==> src/rtl/mem_arb_pkg.sv <==
// Shared definitions for the I/D-cache memory arbiter: line geometry,
// arbiter state encoding, owner encoding and the memory request payload.
package mem_arb_pkg;

   localparam int unsigned ADDR_W = 28;
   localparam int unsigned DATA_W = 128;

   typedef enum logic [1:0] {
      IDLE  = 2'd0,
      GNT_I = 2'd1,
      GNT_D = 2'd2,
      RECOV = 2'd3
   } arb_state_e;

   typedef enum logic {
      OWNER_I = 1'b0,
      OWNER_D = 1'b1
   } owner_e;

   typedef struct packed {
      logic              read;
      logic              write;
      logic [ADDR_W-1:0] addr;
      logic [DATA_W-1:0] wdata;
   } mem_req_t;

   // True while one of the caches owns the memory port
   function automatic logic is_granted(arb_state_e st);
      return (st == GNT_I) || (st == GNT_D);
   endfunction

endpackage

==> src/rtl/mem_arbiter_if.sv <==
// Bundle of the I-cache, D-cache and memory-side signals around the arbiter.
// slave: the arbiter's view; master: the caches/memory (environment) view.
interface mem_arbiter_if;

   // I-cache port
   logic                             i_read;
   logic [mem_arb_pkg::ADDR_W-1:0]   i_addr;
   logic [mem_arb_pkg::DATA_W-1:0]   i_rdata;
   logic                             i_ready;

   // D-cache port
   logic                             d_read;
   logic                             d_write;
   logic [mem_arb_pkg::ADDR_W-1:0]   d_addr;
   logic [mem_arb_pkg::DATA_W-1:0]   d_wdata;
   logic [mem_arb_pkg::DATA_W-1:0]   d_rdata;
   logic                             d_ready;

   // Memory port
   logic                             mem_read;
   logic                             mem_write;
   logic [mem_arb_pkg::ADDR_W-1:0]   mem_addr;
   logic [mem_arb_pkg::DATA_W-1:0]   mem_wdata;
   logic [mem_arb_pkg::DATA_W-1:0]   mem_rdata;
   logic                             mem_ready;

   // Status
   logic                             err_timeout;

   modport slave (
      input  i_read, i_addr,
      output i_rdata, i_ready,
      input  d_read, d_write, d_addr, d_wdata,
      output d_rdata, d_ready,
      output mem_read, mem_write, mem_addr, mem_wdata,
      input  mem_rdata, mem_ready,
      output err_timeout
   );

   modport master (
      output i_read, i_addr,
      input  i_rdata, i_ready,
      output d_read, d_write, d_addr, d_wdata,
      input  d_rdata, d_ready,
      input  mem_read, mem_write, mem_addr, mem_wdata,
      output mem_rdata, mem_ready,
      input  err_timeout
   );

endinterface

==> src/rtl/mem_arb_watchdog.sv <==
// Per-transaction watchdog: counts granted cycles without mem_ready and
// raises a sticky error once the count reaches TIMEOUT. Never aborts.
module mem_arb_watchdog #(
   parameter int unsigned TIMEOUT = 1023
) (
   input  logic clk,
   input  logic rst_n,
   input  logic i_start,   // a new grant begins next cycle
   input  logic i_run,     // a grant is active this cycle
   input  logic i_done,    // memory answered this cycle
   output logic o_err
);

   localparam int unsigned     CNT_W   = $clog2(TIMEOUT + 1);
   localparam logic [CNT_W-1:0] CNT_MAX = CNT_W'(TIMEOUT);

   logic [CNT_W-1:0] r_cnt;
   logic [CNT_W-1:0] w_cnt_nxt;
   logic             r_err;
   logic             w_stall;

   assign w_stall   = i_run & ~i_done;
   // Saturate so a very long stall cannot wrap the counter
   assign w_cnt_nxt = (r_cnt == CNT_MAX) ? r_cnt : r_cnt + CNT_W'(1);

   // Stall counter: cleared on each new grant, advances on stalled cycles
   always_ff @(posedge clk or negedge rst_n) begin
      if (!rst_n) begin
         r_cnt <= '0;
      end else if (i_start) begin
         r_cnt <= '0;
      end else if (w_stall) begin
         r_cnt <= w_cnt_nxt;
      end
   end

   // Sticky flag: only reset clears it
   always_ff @(posedge clk or negedge rst_n) begin
      if (!rst_n) begin
         r_err <= 1'b0;
      end else if (w_stall && (w_cnt_nxt == CNT_MAX)) begin
         r_err <= 1'b1;
      end
   end

   assign o_err = r_err;

endmodule

==> src/rtl/mem_arbiter.sv <==
// Shares one line-granular memory port between the I-cache and D-cache.
// One owner per transaction; request, ready and read data are routed to and
// from the owner only, with one recovery cycle between transactions.
// Optional build macro MEM_ARB_RR_EN: round-robin on contention instead of
// fixed D-over-I priority.
module mem_arbiter
   import mem_arb_pkg::*;
#(
   parameter int unsigned TIMEOUT = 1023
) (
   input  logic           clk,
   input  logic           proc_reset_n,
   mem_arbiter_if.slave   bus
);

   arb_state_e        r_state;
   arb_state_e        w_state_nxt;
   logic              w_d_req;
   logic              w_i_req;
   logic              w_pick_d;
   logic              w_start;
   logic              w_run;
   logic              w_err;
   mem_req_t          w_req;
   logic              w_i_ready;
   logic              w_d_ready;
   logic [DATA_W-1:0] w_i_rdata;
   logic [DATA_W-1:0] w_d_rdata;

   assign w_d_req = bus.d_read | bus.d_write;
   assign w_i_req = bus.i_read;

`ifdef MEM_ARB_RR_EN
   owner_e r_last_owner;

   // On contention the port that did not win last time is picked
   always_comb begin
      w_pick_d = w_d_req;
      if (w_d_req && w_i_req) begin
         w_pick_d = (r_last_owner == OWNER_I);
      end
   end

   // Remember which port received the most recent grant
   always_ff @(posedge clk or negedge proc_reset_n) begin
      if (!proc_reset_n) begin
         r_last_owner <= OWNER_I;
      end else if (w_start) begin
         r_last_owner <= w_pick_d ? OWNER_D : OWNER_I;
      end
   end
`else
   // Fixed priority: any D request beats an I request
   assign w_pick_d = w_d_req;
`endif

   // State register
   always_ff @(posedge clk or negedge proc_reset_n) begin
      if (!proc_reset_n) begin
         r_state <= IDLE;
      end else begin
         r_state <= w_state_nxt;
      end
   end

   // Next state plus grant-gated routing of request, ready and read data
   always_comb begin
      w_state_nxt = r_state;
      w_req       = '0;
      w_i_ready   = 1'b0;
      w_d_ready   = 1'b0;
      w_i_rdata   = '0;
      w_d_rdata   = '0;
      w_start     = 1'b0;
      w_run       = 1'b0;

      case (r_state)
         IDLE: begin
            if (w_d_req || w_i_req) begin
               w_start     = 1'b1;
               w_state_nxt = w_pick_d ? GNT_D : GNT_I;
            end
         end

         GNT_I: begin
            w_run      = 1'b1;
            w_req.read = bus.i_read;
            w_req.addr = bus.i_addr;
            w_i_ready  = bus.mem_ready;
            w_i_rdata  = bus.mem_rdata;
            // Done, or the I-cache withdrew its request
            if (bus.mem_ready || !w_i_req) begin
               w_state_nxt = RECOV;
            end
         end

         GNT_D: begin
            w_run       = 1'b1;
            // A simultaneous read and write is treated as a write-back
            w_req.write = bus.d_write;
            w_req.read  = bus.d_read & ~bus.d_write;
            w_req.addr  = bus.d_addr;
            w_req.wdata = bus.d_wdata;
            w_d_ready   = bus.mem_ready;
            w_d_rdata   = bus.mem_rdata;
            if (bus.mem_ready || !w_d_req) begin
               w_state_nxt = RECOV;
            end
         end

         RECOV: begin
            // One quiet cycle so memory sees the request drop
            w_state_nxt = IDLE;
         end

         default: begin
            w_state_nxt = IDLE;
         end
      endcase
   end

   mem_arb_watchdog #(
      .TIMEOUT (TIMEOUT)
   ) u_watchdog (
      .clk     (clk),
      .rst_n   (proc_reset_n),
      .i_start (w_start),
      .i_run   (w_run),
      .i_done  (bus.mem_ready),
      .o_err   (w_err)
   );

   assign bus.mem_read    = w_req.read;
   assign bus.mem_write   = w_req.write;
   assign bus.mem_addr    = w_req.addr;
   assign bus.mem_wdata   = w_req.wdata;
   assign bus.i_ready     = w_i_ready;
   assign bus.i_rdata     = w_i_rdata;
   assign bus.d_ready     = w_d_ready;
   assign bus.d_rdata     = w_d_rdata;
   assign bus.err_timeout = w_err;

endmodule

==> src/flat_wrapper.sv <==
// flat-port wrapper written by rule: the top's interface ports become plain ports
module mem_arbiter_flat import mem_arb_pkg::*;
#(
   parameter int unsigned TIMEOUT = 1023
)
  (clk, proc_reset_n, bus_i_read, bus_i_addr, bus_i_rdata, bus_i_ready, bus_d_read, bus_d_write, bus_d_addr, bus_d_wdata, bus_d_rdata, bus_d_ready, bus_mem_read, bus_mem_write, bus_mem_addr, bus_mem_wdata, bus_mem_rdata, bus_mem_ready, bus_err_timeout);
  mem_arbiter_if bus_i ();
  input  logic clk;
  input  logic proc_reset_n;
  input wire logic [$bits(bus_i.i_read)-1:0] bus_i_read;
  input wire logic [$bits(bus_i.i_addr)-1:0] bus_i_addr;
  output wire logic [$bits(bus_i.i_rdata)-1:0] bus_i_rdata;
  output wire logic [$bits(bus_i.i_ready)-1:0] bus_i_ready;
  input wire logic [$bits(bus_i.d_read)-1:0] bus_d_read;
  input wire logic [$bits(bus_i.d_write)-1:0] bus_d_write;
  input wire logic [$bits(bus_i.d_addr)-1:0] bus_d_addr;
  input wire logic [$bits(bus_i.d_wdata)-1:0] bus_d_wdata;
  output wire logic [$bits(bus_i.d_rdata)-1:0] bus_d_rdata;
  output wire logic [$bits(bus_i.d_ready)-1:0] bus_d_ready;
  output wire logic [$bits(bus_i.mem_read)-1:0] bus_mem_read;
  output wire logic [$bits(bus_i.mem_write)-1:0] bus_mem_write;
  output wire logic [$bits(bus_i.mem_addr)-1:0] bus_mem_addr;
  output wire logic [$bits(bus_i.mem_wdata)-1:0] bus_mem_wdata;
  input wire logic [$bits(bus_i.mem_rdata)-1:0] bus_mem_rdata;
  input wire logic [$bits(bus_i.mem_ready)-1:0] bus_mem_ready;
  output wire logic [$bits(bus_i.err_timeout)-1:0] bus_err_timeout;
  assign bus_i.i_read = bus_i_read;
  assign bus_i.i_addr = bus_i_addr;
  assign bus_i_rdata = bus_i.i_rdata;
  assign bus_i_ready = bus_i.i_ready;
  assign bus_i.d_read = bus_d_read;
  assign bus_i.d_write = bus_d_write;
  assign bus_i.d_addr = bus_d_addr;
  assign bus_i.d_wdata = bus_d_wdata;
  assign bus_d_rdata = bus_i.d_rdata;
  assign bus_d_ready = bus_i.d_ready;
  assign bus_mem_read = bus_i.mem_read;
  assign bus_mem_write = bus_i.mem_write;
  assign bus_mem_addr = bus_i.mem_addr;
  assign bus_mem_wdata = bus_i.mem_wdata;
  assign bus_i.mem_rdata = bus_mem_rdata;
  assign bus_i.mem_ready = bus_mem_ready;
  assign bus_err_timeout = bus_i.err_timeout;
  mem_arbiter #(.TIMEOUT(TIMEOUT)) u_core (.clk(clk), .proc_reset_n(proc_reset_n), .bus(bus_i));
endmodule
==> config.mk <==
export PLATFORM = sky130hd
export DESIGN_NAME = mem_arbiter_flat
export DESIGN_NICKNAME = d
export VERILOG_FILES = /design/src/rtl/mem_arb_pkg.sv /design/src/rtl/mem_arbiter_if.sv /design/src/rtl/mem_arb_watchdog.sv /design/src/rtl/mem_arbiter.sv /design/src/flat_wrapper.sv
export SDC_FILE = /design/constraint.sdc
export NUM_CORES = 1
export LEC_CHECK = 0
export CELL_PAD_IN_SITES_DETAIL_PLACEMENT = 1
export CELL_PAD_IN_SITES_GLOBAL_PLACEMENT = 1
export CORE_AREA = 2 2 284 286
export DETAILED_ROUTE_END_ITERATION = 10
export DIE_AREA = 0 0 286 288
export PLACE_DENSITY_LB_ADDON = 0.1
export SLEW_MARGIN = 30
export SYNTH_ARGS = -nofsm -noshare
export SYNTH_HDL_FRONTEND = slang
export SYNTH_SLANG_ARGS = --single-unit
==> constraint.sdc <==
create_clock -name clk -period 3.5 [get_ports clk]
set_clock_uncertainty 0.05 [all_clocks]
set_input_delay 0.35 -clock clk [delete_from_list [all_inputs] [get_ports clk]]
set_output_delay 0.35 -clock clk [all_outputs]
set_load 0.01 [all_outputs]
== After elaboration in Yosys (flattened, before gate mapping) ==
Index checks and enable logic that the tools add are counted.

* Output and inout bits: 417
* Register bits: 13
* Input bits: 318

* $add $sub $neg: 1
* Equality and inequality tests: 8
* Multiplexer cells: 19
* Reduce and logical (&&, ||, !) cells: 10
* Bitwise gates (word level): 5

{| class="wikitable"
|+ Operators with widths
! cell !! number
|-
| 128-bit 2-to-1 mux || 3
|-
| 28-bit one-hot mux with 2 select lines || 1
|-
| 10-bit 2-to-1 mux || 3
|-
| 10-bit == test (second input constant) || 2
|-
| 10-bit by 1-bit adder with 10-bit output (second input constant) || 1
|-
| 2-bit 2-to-1 mux || 4
|-
| 2-bit one-hot mux with 4 select lines || 1
|-
| 1-bit 2-to-1 mux || 6
|-
| 2-bit by 1-bit != test with 1-bit output (second input constant) || 3
|-
| 2-bit == test (second input constant) || 2
|-
| 1-bit logical OR || 3
|-
| 3-bit AND reduction || 1
|-
| 1-bit bitwise AND || 2
|-
| 2-bit by 1-bit == test with 1-bit output (second input constant) || 1
|-
| 1-bit zero test || 2
|-
| 2-bit zero test || 1
|-
| 1-bit inverter || 2
|-
| 1-bit one-hot mux with 2 select lines || 1
|-
| 2-bit nonzero test || 1
|-
| 2-bit OR reduction || 1
|-
| 1-bit logical AND || 1
|-
| 1-bit OR || 1
|}

== Logic depth before layout (Yosys ltp) ==
Gate-level depths: netlist of the first run.

* Word-level depth: 6
* Gate-level depth with buffers: 7
* Mapped depth without buffers: 6

== Modules after synthesis ==
A second synthesis of the first run with hierarchy kept.

* Cells, all modules: 603
* Area total of the unflattened synthesis: 4002.6 sq um

{| class="wikitable"
|+ By module, submodules not included
! module !! area an instance (sq um) !! instances !! sequential area each (sq um) !! cells an instance
|-
| mem_arbiter || 3233.1 || 1 || 50.0 || 518
|-
| mem_arb_watchdog || 769.5 || 1 || 275.3 || 85
|}

== Least setup slack after synthesis of the first run ==
Ideal clock, no wire load.

* Path type: flip-flop to output port
* Start point: register u_core.r_state[1]
* End point: output bus_mem_addr[10]
* Path buffers: 2
* Setup slack: 1585 ps
* Required time: 3100 ps
* Stages on the path, launching flop included: 7
* Data arrival time: 1515 ps
* Cells stage by stage: dfrtp_1 -> inv_1 -> ha_1 -> clkbuf_1 -> buf_1 -> a22oi_1 -> nor2b_1

* Word-level cells in the longest chain between the ends: 2
* Elaborated cells between the ends (all ways): 3

{| class="wikitable"
|+ Ends and longest elaborated chain
! element !! RTL line !! text
|-
| start: declaration || mem_arbiter.sv:16 || <nowiki>arb_state_e r_state;</nowiki>
|-
| start signal: assignment || mem_arbiter.sv:62 || <nowiki>r_state <= w_state_nxt;</nowiki>
|-
| 2-bit == test or 2-bit by 1-bit == test with 1-bit output (tied branches) || mem_arbiter.sv:77 || <nowiki>case (r_state)</nowiki>
|-
| 28-bit one-hot mux with 2 select lines * || mem_arbiter.sv:77 ||
|-
| end: declaration || flat_wrapper.sv:22 || <nowiki>output wire logic [$bits(bus_i.mem_addr)-1:0] bus_mem_addr;</nowiki>
|}

Mark *: on every way between the ends. The rest lies on a longest branch, timed or not.

== Final worst setup path of the first run ==
* Start point: register u_core.r_state[0]
* End point: output bus_mem_addr[8]

The elaborated chain is that of the path after synthesis.

==> results of run 1 <==
==> worst max path at each step <==
| stage | startpoint | end | slack (ns) | cells past startpoint |
|---|---|---|---|---|
| floorplan | u_core.r_state[1] | bus_mem_addr[10] | 1.58 | 6 |
| global placement | u_core.r_state[0] | bus_mem_addr[8] | 0.81 | 6 |
| detailed placement | u_core.r_state[0] | bus_mem_addr[8] | 0.84 | 6 |
| CTS | u_core.r_state[0] | bus_mem_addr[8] | 0.55 | 6 |
| global route | u_core.r_state[0] | bus_mem_read | 0.42 | 7 |
| finish | u_core.r_state[0] | bus_mem_addr[8] | 0.62 | 6 |
==> report_power, final <==
group | switching (W) | total (W) | internal [W]
Combinational | 0.00336 | 0.00709 | 0.00373
Clock | 0.0000742 | 0.000227 | 0.000153
Sequential | 0.0000433 | 0.000223 | 0.000180
Total | 0.00348 | 0.00754 | 0.00406
==> sequential cells by signal, summed over array words and instances (netlist names) <==
signal / cells
u_core.r_state: 2
u_core.u_watchdog.o_err: 1
u_core.u_watchdog.r_cnt: 10
==> per-layer routing <==
| metal | vias to the layer above | wire length [um] | GRT usage [%] |
|---|---|---|---|
| li1 | 3266 | - | - |
| met1 | 3191 | 16500 | 11.0 |
| met2 | 297 | 28200 | 23.0 |
| met3 | 14 | 4610 | 4.48 |
| met4 | 8 | 101 | 0.288 |
| met5 | - | 53 | 0 |
==> cells by family (layout without fill, tap and decap cells) <==
logic type	count (synthesis)	count (layout)	share of synthesized area, %
flops	13	13	8.37
xor+xnor	4	4	0.902
compound gates	48	48	8.76
buf+inv	57	753	5.54
other cells	0	2	0
fa+ha+maj	5	5	1.61
simple gates	460	460	73.2
mux	6	6	1.58
==> cell type report <==
cell class              instances  area [um^2]
fillers                      9415        67000
repair buffers                747         7540
clock inverters                 1         5.00
flip-flops and latches         13          325
inverters                       2         7.51
diodes                          2         5.00
well taps                    1060         1330
clock buffers                   3         75.1
multi-input cells             523         3370
==> synthesized netlist by cell type (2+ instances only) <==
cell	number	area share, %
nand2_1	7	0.68
a21oi_1	6	0.77
mux2i_1	5	1.3
dfrtp_1	13	8.4
a22oi_1	28	5.4
nor2_1	11	1.1
inv_1	2	0.19
nand4_1	3	0.48
clkbuf_1	53	5.1
a211oi_1	2	0.39
and2_1	389	63
nor3_1	4	0.52
nand3_1	5	0.64
and3_1	2	0.32
xor2_1	3	0.68
nor2b_1	29	4.7
o21ai_0	4	0.52
ha_1	5	1.6
o2111ai_1	2	0.45
nand2b_1	2	0.32
==> metrics by stage <==
| stage | utilization, % | hold slack (ns) |
|---|---|---|
| after floorplan | - | 0.00441 |
| after global placement | 15.8 | 0.412 |
| after detailed placement | 15.8 | 0.433 |
| after CTS | 15.9 | 0.444 |
| after global routing | 15.9 | 0.459 |
| final | 15.9 | 0.434 |
==> worst reg2reg max path: stages, from the launching register on <==
cell and delay [ns]:
dfrtp_1 0.41, inv_1 0.13, ha_1 0.32, buf_4 0.22, and2b_1 0.29, o311ai_1 0.22, or3_1 0.35, a21oi_1 0.14
==> results.md, run 1 <==
* Outcome: finished, final reports clean
* Hold Path End: u_core.u_watchdog.o_err
* Pwr dens at a little under 600 nW/um^2
* # IOs at 735
* Count of pins over their slew limit at 0
* Initial DRC Count at approximately 140
* Routed WL at just under 50000 um
* Synth Area per Inst at between 6 and 7 um^2
* Ys Warns at 0
* Fin nets at about 1600
* CP Data Arrival Time at 2.48 ns
* Routability cong. at between 0.8 and 0.9
* Crit path largest cell delay at around 0.59 ns
* Crit Path Max Fanout at 74
* Routed Antenna Nets at 0
* Commonest register cell after synthesis: dfrtp_1
* Hold path start: u_core.u_watchdog.o_err
* Port Buffers at 734
* CTS sink cnt at 13
* CORE AREA at approximately 80000 um^2
* Clk slew on worst S/H paths at around 0.050 ns
* CTS Hold Buffers Added at 0
* Worst min-delay path category: register to register
* Finish-stage setup viols at 0
* CP required at roughly 3.1 ns
* Dpl ws at about 0.84 ns
* Fmax at between 300 and 400 MHz
* Clock Path Buffers at 2
* Clock Latency Late Sink at around 0.25 ns
* Starting Density at 4.88%
* Tot GR Track Use at around 11%
* Number of instances in the placed design at 2345
* Async SR Flop Fraction at 100%
* RSZ-0062 raised after global routing: false
* Resized cells post-CTS at 0
* Share of cells above drive strength 1 at under 10%
* Overall die height at ~290 um
* Setup_tns at 0 ns
* Yosys reg bits at 13
* Fin cells at about 2400
* Post-CTS setup buffer count at 0
* Library cells used by synthesis at 38
* Critical-path cell list: inv_1 > ha_4 > buf_12 > a22oi_1 > nor2b_1 > clkdlybuf4s50_1
* Slew margin rel. at 41.2%
* FP Rows at between 100 and 150
* Lkg Pwr at around 4.4 nW
* Largest net degree at the start of global routing at 89
* H-Tree Depth at 1
* Top delay family on crit path: buffers and inverters
* Fin crit period at 2.88 ns
* Routed length per instance at roughly 21 um
* Via count at 6776
* Area delta synth->final at 226%
* CTS tree: done
* R2R cell count at 7
* Buf/Inv on CP at 3
* Final period util at a little over 80%
* Global route overflow at 0
* First-pass GRT wire length at approximately 65000 um
* Hpwl dp at between 40000 and 50000 um
* DR pass1 iterations at 4
* Commonest non-fill, non-tap cell in the layout: clkdlybuf4s50_1
* Worst-margin pin slew at 0.880 ns
* Vias per inst at 2.88
* Vias in the first global route at approximately 7400
* Remaining routing DRC violations at 0
* Fin area at roughly 13000 um^2
* Syn nets at about 900
* Total design power at approximately 0.0075 W
* DIE AREA at around 82000 um^2
* Mapped Cells at between 500 and 600
* Max Cap Violations at 0
* Placed cell areas at 12600 um^2
* RR Endpoint: u_core.u_watchdog.r_cnt[5]
* Number of flops mapped to enable cells by yosys at 0
* CP Capture Type: output pin
* Reg2Reg Setup Slack at approximately 1.3 ns
* Clk Tree Root Cell: clkbuf_16
* Die W at 286 um
* Setup Crit Path Kind: register to output pin
* Critical path's slowest cell: clkdlybuf4s50_1
* Worst setup slack after layout at between 0.6 and 0.7 ns
* Seq/Total Area, Yosys at ~8.4%
* Final hold vios at 0
* Cell Area, Synth at roughly 4000 um^2
* Peak VDD IR at approximately 0.00021 V
* Most frequent cells in the layout: clkdlybuf4s50_1, and2_1, nor2b_1, a22oi_1, dfrtp_1
* Reg2Reg Launch Point: u_core.r_state[0]
* Initial antenna violation count at 7
* Hold path cells at 1
* Num CTS Buffers at 3
* Startpoint type of the worst setup path: register
Power figures use the tool's default switching activity.
==> run 2: changes to the inputs <==
--- a/config.mk
+++ b/config.mk
@@ -7,9 +7,9 @@
 export LEC_CHECK = 0
 export CELL_PAD_IN_SITES_DETAIL_PLACEMENT = 1
 export CELL_PAD_IN_SITES_GLOBAL_PLACEMENT = 1
-export CORE_AREA = 2 2 284 286
+export CORE_AREA = 2 2 288 290
 export DETAILED_ROUTE_END_ITERATION = 10
-export DIE_AREA = 0 0 286 288
+export DIE_AREA = 0 0 290 292
 export PLACE_DENSITY_LB_ADDON = 0.1
 export SLEW_MARGIN = 30
 export SYNTH_ARGS = -nofsm -noshare
==> constraint.sdc (replaced) <==
create_clock -name clk -period 2.8 [get_ports clk]
set_clock_uncertainty 0.05 [all_clocks]
set_input_delay 0.28 -clock clk [delete_from_list [all_inputs] [get_ports clk]]
set_output_delay 0.28 -clock clk [all_outputs]
set_load 0.01 [all_outputs]
==> run 2 against run 1 <==
Core utilization down 0.30 points. Register-to-register slack worse by 0.66 ns. Sequential power up 24%. Via count up 1.1%. Cell area up 0.48%. Sequential share of layout area about the same. Largest cell class unchanged.
==> results.md, run 2 (synthesis results as in run 1) <==
* Clock Path Buffers at 2
* Fin nets at 1615
* Routed length per instance at ~21 um
* Clk Tree Root Cell: clkbuf_16
* Tot GR Track Use at between 10 and 15%
* Final period util at between 90% and 100%
* Share of cells above drive strength 1 at approximately 1.7%
* DR pass1 iterations at 4
* Clock Latency Late Sink at ~0.25 ns
* Routed Antenna Nets at 0
* CP Capture Type: output pin
* Max reg flops at 10
* Setup Crit Path Kind: register to output pin
* CORE AREA at 81600 um^2
* Met1 GRT Util at 11.7%
* Slew margin rel. at a little under three fifths
* Area delta synth->final at 227%
* Startpoint type of the worst setup path: register
* CP Data Arrival Time at 2.29 ns
* Total design power at 0.00941 W
* DIE AREA at roughly 85000 um^2
* Global route overflow at 0
* Setup_tns at 0 ns
* Pwr dens at 740 nW/um^2
* Port Buffers at between 700 and 800
* Commonest non-fill, non-tap cell in the layout: clkdlybuf4s50_1
* Final hold slack at 0.391 ns
* Remaining routing DRC violations at 0
* Fin cells at roughly 2400
* Routability cong. at between 0.8 and 0.9
* CP required at between 2 and 2.5 ns
* Final hold vios at 0
* Crit Path Max Fanout at 40
* Met2 Use GR at 22.1%
* Hpwl dp at between 40000 and 50000 um
* Met3 Track Usage GR at 3.87%
* CTS sink cnt at 13
* Most frequent cells in the layout: clkdlybuf4s50_1, and2_1, nor2b_1, a22oi_1, dfrtp_1
* Resized cells post-CTS at 1
* Worst-margin pin slew at between 0.6 and 0.7 ns
* Lkg Pwr at between 4 and 5 nW
* H-Tree Depth at 1
* Finish-stage setup viols at 0
* Initial DRC Count at between 100 and 150
* Gr busiest metal: met2
* Largest net degree at the start of global routing at 77
* Vias per inst at about 2.9
* Peak VDD IR at between 0.0002 and 0.0003 V
* # IOs at between 700 and 800
* CTS tree: done
* Starting Density at under 10%
* Post-CTS setup buffer count at 0
* Count of pins over their slew limit at 0
* Reg with most FFs: u_core.u_watchdog.r_cnt
* Clk slew on worst S/H paths at ~0.050 ns
* FP Rows at between 100 and 150
* Worst min-delay path category: primary input to asynchronous set/reset pin
* Initial antenna violation count at 15
* Fmax at between 300 and 400 MHz
* Max Cap Violations at 0
* Via count at just under 7000
* Die W at ~290 um
* Outcome: finished, final reports clean
* Vias in the first global route at roughly 7500
* First-pass GRT wire length at 66900 um
* Num CTS Buffers at 3
* Number of instances in the placed design at ~2400
* RSZ-0062 raised after global routing: false
* Overall die height at 292 um
* Fin crit period at between 2 and 3 ns
* Routed WL at 50100 um
* CTS Hold Buffers Added at 0
==> run 2: routing by layer <==
metal | up-vias | share of wire, % | wire [um]
li1 | 3275 | - | -
met1 | 3218 | 36 | 18000
met2 | 325 | 55 | 27400
met3 | 20 | 8.6 | 4330
met4 | 12 | 0.58 | 290
met5 | - | 0.19 | 94
==> run 2: final timing paths <==
kind,startpoint,endpoint,slack [ns],cells past startpoint
min in group clk,u_core.u_watchdog.o_err,u_core.u_watchdog.o_err,0.46,1
max in group asynchronous,proc_reset_n,u_core.u_watchdog.r_cnt[0],1.87,1
setup reg to reg,u_core.r_state[1],u_core.u_watchdog.r_cnt[5],0.64,7
setup / recovery,u_core.r_state[1],bus_mem_addr[8],0.18,7
hold / removal,proc_reset_n,u_core.u_watchdog.o_err,0.39,1
hold reg to reg,u_core.u_watchdog.o_err,u_core.u_watchdog.o_err,0.46,1
==> run 2: area by class of cell <==
type / count / area, um^2
well taps: 1070 / 1340
flip-flops and latches: 13 / 325
inverters: 2 / 7.51
repair buffers: 749 / 7580
multi-input cells: 523 / 3370
clock buffers: 4 / 78.8
diodes: 8 / 20.0
fillers: 9640 / 68900
==> run 2: stage by stage <==
step | instance area [um^2] | utilization, % | setup WS, ns
finish | 12700 | 15.6 | 0.179
detailed placement | 12600 | 15.5 | 0.270
floorplan | 3880 | - | 0.955
CTS | 12700 | 15.6 | 0.0853
global placement | 12600 | 15.5 | 0.290
global route | 12700 | 15.6 | 0.0350
==> run 2: critical path, stage by stage (launching register included) <==
cell and delay, ns:
dfrtp_1 0.41, inv_1 0.15, ha_4 0.19, buf_12 0.22, buf_4 0.24, a22oi_1 0.09
nor2b_1 0.12, clkdlybuf4s50_1 0.57
==> run 2: where the power goes <==
part,switching (W),total (W),internal [W]
Sequential,0.0000517,0.000276,0.000225
Clock,0.0000883,0.000281,0.000193
Combinational,0.00415,0.00886,0.00470
